`src/rtl/uart_pkg.sv`:
```
// Shared UART definitions: receiver FSM encoding and frame-format defaults
// common to uart_rx and the future uart_tx.
package uart_pkg;

    localparam int UART_NB_DATA    = 8;
    localparam int UART_SB_TICKS   = 16;
    localparam int UART_OVERSAMPLE = 16;

    typedef enum logic [1:0] {
        ST_IDLE  = 2'b00,
        ST_START = 2'b01,
        ST_DATA  = 2'b10,
        ST_STOP  = 2'b11
    } uart_rx_state_e;

    function automatic int max_int(input int a, input int b);
        return (a > b) ? a : b;
    endfunction

endpackage

```
`src/rtl/sync_2ff.sv`:
```
// Two-flop synchronizer for asynchronous single-bit inputs (serial lines,
// buttons, switches). The reset value is chosen to match the input's idle level.
module sync_2ff #(
    parameter logic RST_VAL = 1'b1
) (
    input  logic clk_i,
    input  logic rst_i,
    input  logic d_i,
    output logic q_o
);

    logic meta_q;
    logic sync_q;

    // Metastability stage followed by the stable output stage
    always_ff @(posedge clk_i) begin
        if (rst_i) begin
            meta_q <= RST_VAL;
            sync_q <= RST_VAL;
        end else begin
            meta_q <= d_i;
            sync_q <= meta_q;
        end
    end

    assign q_o = sync_q;

endmodule

```
`src/rtl/uart_rx.sv`:
```
// 8N1-style UART receiver driven by a 16x oversampling tick stream; emits each
// byte with a one-clock done pulse and flags frames whose stop bit is low.
module uart_rx
    import uart_pkg::*;
#(
    parameter int NB_DATA    = UART_NB_DATA,
    parameter int SB_TICKS   = UART_SB_TICKS,
    parameter int OVERSAMPLE = UART_OVERSAMPLE
) (
    input  logic               i_clock,
    input  logic               i_reset,
    input  logic               i_ticks,
    input  logic               i_rx,
    output logic [NB_DATA-1:0] o_data,
    output logic               o_rx_done,
    output logic               o_frame_error
);

    localparam int TICK_W = $clog2(max_int(OVERSAMPLE, SB_TICKS));
    localparam int BIT_W  = $clog2(NB_DATA);

    localparam logic [TICK_W-1:0] TICK_MID  = TICK_W'(OVERSAMPLE / 2 - 1);
    localparam logic [TICK_W-1:0] TICK_BIT  = TICK_W'(OVERSAMPLE - 1);
    localparam logic [TICK_W-1:0] TICK_STOP = TICK_W'(SB_TICKS - 1);
    localparam logic [BIT_W-1:0]  BIT_LAST  = BIT_W'(NB_DATA - 1);

    logic                 rx_s;
    uart_rx_state_e       state_q;
    logic [TICK_W-1:0]    tick_q;
    logic [BIT_W-1:0]     bit_q;
    logic [NB_DATA-1:0]   shreg_q;
    logic [NB_DATA-1:0]   data_q;
    logic                 rx_done_q;
    logic                 frame_error_q;

    sync_2ff #(
        .RST_VAL (1'b1)
    ) u_sync_rx (
        .clk_i (i_clock),
        .rst_i (i_reset),
        .d_i   (i_rx),
        .q_o   (rx_s)
    );

    // Frame FSM: start detection, mid-bit sampling and registered result pulses
    always_ff @(posedge i_clock) begin
        if (i_reset) begin
            state_q       <= ST_IDLE;
            tick_q        <= '0;
            bit_q         <= '0;
            shreg_q       <= '0;
            data_q        <= '0;
            rx_done_q     <= 1'b0;
            frame_error_q <= 1'b0;
        end else begin
            rx_done_q     <= 1'b0;
            frame_error_q <= 1'b0;
            case (state_q)
                ST_IDLE: begin
                    // Start detection does not wait for a tick
                    if (!rx_s) begin
                        state_q <= ST_START;
                        tick_q  <= '0;
                    end
                end
                ST_START: begin
                    if (i_ticks) begin
                        if (tick_q == TICK_MID) begin
                            tick_q <= '0;
                            bit_q  <= '0;
                            state_q <= rx_s ? ST_IDLE : ST_DATA;
                        end else begin
                            tick_q <= tick_q + 1'b1;
                        end
                    end
                end
                ST_DATA: begin
                    if (i_ticks) begin
                        if (tick_q == TICK_BIT) begin
                            shreg_q <= {rx_s, shreg_q[NB_DATA-1:1]};
                            tick_q  <= '0;
                            if (bit_q == BIT_LAST) begin
                                state_q <= ST_STOP;
                            end else begin
                                bit_q <= bit_q + 1'b1;
                            end
                        end else begin
                            tick_q <= tick_q + 1'b1;
                        end
                    end
                end
                ST_STOP: begin
                    if (i_ticks) begin
                        if (tick_q == TICK_STOP) begin
                            if (rx_s) begin
                                data_q    <= shreg_q;
                                rx_done_q <= 1'b1;
                            end else begin
                                frame_error_q <= 1'b1;
                            end
                            tick_q  <= '0;
                            state_q <= ST_IDLE;
                        end else begin
                            tick_q <= tick_q + 1'b1;
                        end
                    end
                end
                default: begin
                    state_q <= ST_IDLE;
                    tick_q  <= '0;
                end
            endcase
        end
    end

    assign o_data        = data_q;
    assign o_rx_done     = rx_done_q;
    assign o_frame_error = frame_error_q;

endmodule
```
`config.mk`:
```
export PLATFORM = sky130hd
export DESIGN_NAME = uart_rx
export DESIGN_NICKNAME = d
export VERILOG_FILES = /design/src/rtl/uart_pkg.sv /design/src/rtl/sync_2ff.sv /design/src/rtl/uart_rx.sv
export SDC_FILE = /design/constraint.sdc
export NUM_CORES = 1
export LEC_CHECK = 0
export BUFFER_PORTS_ARGS = -buffer_cell sky130_fd_sc_hd__buf_2
export CAP_MARGIN = 20
export CORE_ASPECT_RATIO = 1.75
export CORE_MARGIN = 5
export CORE_UTILIZATION = 45
export CTS_CLUSTER_SIZE = 25
export DETAILED_ROUTE_END_ITERATION = 12
export PLACE_DENSITY = 0.66
export SYNTH_ARGS = -nofsm -noshare
export SYNTH_HDL_FRONTEND = slang
export SYNTH_SLANG_ARGS = --single-unit
```
`constraint.sdc`:
```
create_clock -name i_clock -period 1.4 [get_ports i_clock]
set_input_delay 0.28 -clock i_clock [delete_from_list [all_inputs] [get_ports i_clock]]
set_output_delay 0.28 -clock i_clock [all_outputs]
set_load 0.02 [all_outputs]
```
==> summary.log <==
INFO  outcome        status=finished, violations left
INFO  outcome        failing_checks=negative setup slack
INFO  sta            setup_ws=-0.0313ns
INFO  global_route   grt_max_degree=30
INFO  drt            drt_pre_antenna_iters=4
INFO  min_path       min-delay-path-class=input port to flip-flop
INFO  sta            timing_hold_violations_final=0
INFO  finish         growth_of_design_area_from_synthesis_to_finish=25.2%
INFO  placement      gp_congestion=0.897
INFO  floorplan      core-area=2690um2
INFO  global_route   wire_length_of_the_first_global_routing_pass=4.40mm
INFO  power          power_density=959nW/um2
INFO  global_route   global_route.usage.met1=15.1%
INFO  logic_synthesis warnings_synthesis=0
INFO  setup_path     critical_path_required_time=1.54ns
INFO  sta            final_max_slew_viol_count=0
INFO  clock_tree     clock_insertion_delay_worst_skew=0.28ns
INFO  sta            grt_setup_unrepaired=yes
INFO  finish         nets=159
INFO  clock_tree     clkTransAtPathRegs=0.05ns
INFO  setup_path     worstSetupPathType=flip-flop to flip-flop
INFO  floorplan      floorplan.die.height=80.0um
INFO  logic_synthesis netlist_instances=128
INFO  drt            vias=995
INFO  floorplan      boundaryPins=14
INFO  global_route   grt_util_met2=23.6%
INFO  sta            period_share=102%
INFO  global_route   antenna_violations_before_repair=0
INFO  clock_tree     cts_made_buffers=5
INFO  finish         final_layout_size_suffix_gt1_share=32.7%
INFO  setup_path     worstSetupStartpointType=flip-flop
INFO  sta            timing.fmax=0.699GHz
INFO  global_route   first_global_vias=997
INFO  global_route   busiest_layer=met2
INFO  logic_synthesis syn_area_per_cell=9.85um2
INFO  logic_synthesis ys_seq_area_share=46.0%
INFO  setup_path     critical_path.reg2reg.startpoint=bit_q[0]
INFO  sta            worst_case_clock_skew=0.00638ns
INFO  placement      detailedPlace.worstSlack=-0.102ns
INFO  global_route   gr-usage-all-layers=14.3%
INFO  sta            tightest_slew=0.482ns
INFO  logic_synthesis synth-seq-cells=29
INFO  setup_path     regToRegSetupSlack=-0.03ns
INFO  finish         antenna-diode-count=0
INFO  drt            ant_nets=0
INFO  drt            route.detailed.wl_per_inst=14.2um
INFO  placement      port_buffers=13
INFO  setup_path     timing.critical_path.arrival=1.57ns
INFO  setup_path     worst-path-max-fanout=3
INFO  min_path       worstHoldPathCells=2
INFO  logic_synthesis syn-num-nets=135
INFO  clock_tree     cts-htree-levels=2
INFO  setup_path     endpoint_kind=flip-flop
INFO  floorplan      die_area=4000um2
INFO  power          totalPowerFinal=1510uW
INFO  floorplan      rows=25
INFO  logic_synthesis post_synth_instance_area=1260um2
INFO  sta            post-route-min-period=1.43ns
INFO  clock_tree     cts_tree=built
INFO  drt            routed_wl=2.55mm
INFO  min_path       hold_path_end=u_sync_rx.meta_q
INFO  floorplan      initial_utilization=46.9%
INFO  power          p_leak=0.000693uW
INFO  drt            post_drt_via_cell_ratio=5.53
INFO  setup_path     worst_r2r_endpoint=bit_q[0]
INFO  clock_tree     cts-root-buf=sky130_fd_sc_hd__clkbuf_8
INFO  drt            number_of_design_rule_violations_left_after_detail_routing=0
INFO  global_route   use_met3=4.67%
INFO  sta            setup_viol=6
INFO  clock_tree     cts.path.max_buffers=2
INFO  setup_path     ff2ff_path_depth=5
INFO  min_path       hold_path.startpoint=i_rx
INFO  run            drv.max_cap_violation_count=0
INFO  clock_tree     cts.hold.buffers_added=0
INFO  clock_tree     cts.sinks=29
INFO  power          ir_worst_vdd=745uV
INFO  floorplan      fp.dieW=50.0um
INFO  sta            slew_headroom=67.8%
INFO  drt            iter_0_drt_violations=17
INFO  placement      hpwl=1.79mm
INFO  global_route   grt-ovfl-total=0
INFO  logic_synthesis ys_types=28
## report_power, final
group          internal (uW)  total (uW)  switching [uW]
clock network            352         629             277
logic                   17.3        44.7            27.4
registers                832         840            8.42
total                   1200        1510             313
## synth_stat cells
master / count / area share [%]
sky130_fd_sc_hd__o22ai_1: 1 / 0.50
sky130_fd_sc_hd__a32oi_1: 1 / 0.69
sky130_fd_sc_hd__nor2_4: 1 / 0.89
sky130_fd_sc_hd__mux2i_1: 20 / 16
sky130_fd_sc_hd__ha_1: 3 / 3.0
sky130_fd_sc_hd__nand4_1: 3 / 1.5
sky130_fd_sc_hd__nand4_4: 1 / 1.7
sky130_fd_sc_hd__buf_2: 6 / 2.4
sky130_fd_sc_hd__or2_2: 3 / 1.5
sky130_fd_sc_hd__or2_1: 1 / 0.50
sky130_fd_sc_hd__nand3_2: 1 / 0.79
sky130_fd_sc_hd__a21oi_1: 4 / 1.6
sky130_fd_sc_hd__nor3b_1: 3 / 1.8
sky130_fd_sc_hd__nand3_1: 3 / 1.2
sky130_fd_sc_hd__nor2_1: 27 / 8.0
sky130_fd_sc_hd__nor3_1: 5 / 2.0
sky130_fd_sc_hd__clkbuf_1: 3 / 0.89
sky130_fd_sc_hd__dfxtp_1: 29 / 46
sky130_fd_sc_hd__and4_1: 1 / 0.69
sky130_fd_sc_hd__a211oi_1: 1 / 0.60
sky130_fd_sc_hd__mux2_1: 1 / 0.89
sky130_fd_sc_hd__o2111a_1: 1 / 0.89
sky130_fd_sc_hd__o21ai_0: 1 / 0.40
sky130_fd_sc_hd__inv_1: 1 / 0.30
sky130_fd_sc_hd__a31oi_1: 1 / 0.50
sky130_fd_sc_hd__nand2_1: 4 / 1.2
sky130_fd_sc_hd__o32ai_4: 1 / 2.2
sky130_fd_sc_hd__nand3b_4: 1 / 1.6
## timing repair
| action | 4_1_cts | 5_1_grt |
|---|---|---|
| setup endpoints to repair | 20 | 24 |
| pin swaps | 3 | 5 |
| gates cloned | 0 | 0 |
| setup buffers | 1 | 1 |
| resized for setup | 4 | 9 |
## per-stage QoR
step,utilization [%],hold WS (ns),setup TNS (ns),instances,area [um2]
floorplan,-,0.384,0,128,1270
global placement,52.8,0.394,-0.371,170,1420
detailed placement,52.8,0.398,-0.891,170,1420
CTS,57.3,0.175,-0.301,179,1540
global route,58.7,0.193,-1.62,180,1580
finish,58.7,0.189,-0.0641,180,1580
## kinds of logic after synthesis
family          Yosys count  synth area share [%]
simple gates             54                  23.3
fa+ha+maj                 3                  2.98
flops                    29                  46.0
compound gates           11                  7.34
buf+inv                  10                  3.57
mux                      21                  16.8
## layout make-up
class                           count  area (um2)
Fill cell                         244        1110
Multi-Input combinational cell     89         686
Sequential cell                    29         588
Timing Repair Buffer               26         188
Clock buffer                        8        80.1
Tap cell                           27        33.8
Inverter                            1        3.75
## how the worst max path moves through the flow
stage / from / endpoint / slack [ns]
finish: bit_q[0] / bit_q[0] / -0.03
global route: bit_q[1] / bit_q[2] / -0.12
CTS: tick_q[1] / bit_q[0] / -0.05
detailed placement: bit_q[0] / bit_q[0] / -0.10
global placement: tick_q[1] / o_data[5] / -0.05
floorplan: tick_q[0] / o_data[7] / 0.008
## registers in the layout, summed over array words and instances (netlist names), named ones only
signal / count
state_q: 1
bit_q: 3
o_data: 8
tick_q: 4
shreg_q: 8
u_sync_rx.meta_q: 1
o_frame_error: 1
o_rx_done: 1
u_sync_rx.q_o: 1
## critical path, cell delays in order, from the launching register on
cell and delay, ns:
sky130_fd_sc_hd__dfxtp_1 0.33, sky130_fd_sc_hd__ha_4 0.17, sky130_fd_sc_hd__ha_4 0.16, sky130_fd_sc_hd__o32ai_4 0.34, sky130_fd_sc_hd__mux2i_1 0.24, sky130_fd_sc_hd__nor2_1 0.06
## layout by cell type (no fill, tap or decap), types with 2 or more instances in the layout
cell,Yosys,routed
sky130_fd_sc_hd__a21oi_1,4,4
sky130_fd_sc_hd__buf_12,0,2
sky130_fd_sc_hd__buf_2,6,13
sky130_fd_sc_hd__buf_4,0,11
sky130_fd_sc_hd__clkbuf_1,3,3
sky130_fd_sc_hd__clkbuf_8,0,5
sky130_fd_sc_hd__dfxtp_1,29,23
sky130_fd_sc_hd__dfxtp_2,0,6
sky130_fd_sc_hd__ha_4,0,3
sky130_fd_sc_hd__mux2i_1,20,20
sky130_fd_sc_hd__nand2_1,4,4
sky130_fd_sc_hd__nand3_1,3,3
sky130_fd_sc_hd__nand4_1,3,3
sky130_fd_sc_hd__nor2_1,27,26
sky130_fd_sc_hd__nor3_1,5,5
sky130_fd_sc_hd__nor3b_1,3,3
sky130_fd_sc_hd__or2_2,3,3
## per-layer routing
layer | vias up | wire, um
li1 | 491 | -
met1 | 475 | 969
met2 | 21 | 1410
met3 | 8 | 95
met4 | 0 | 83
met5 | - | 0
(Power assumes the default switching activity.)
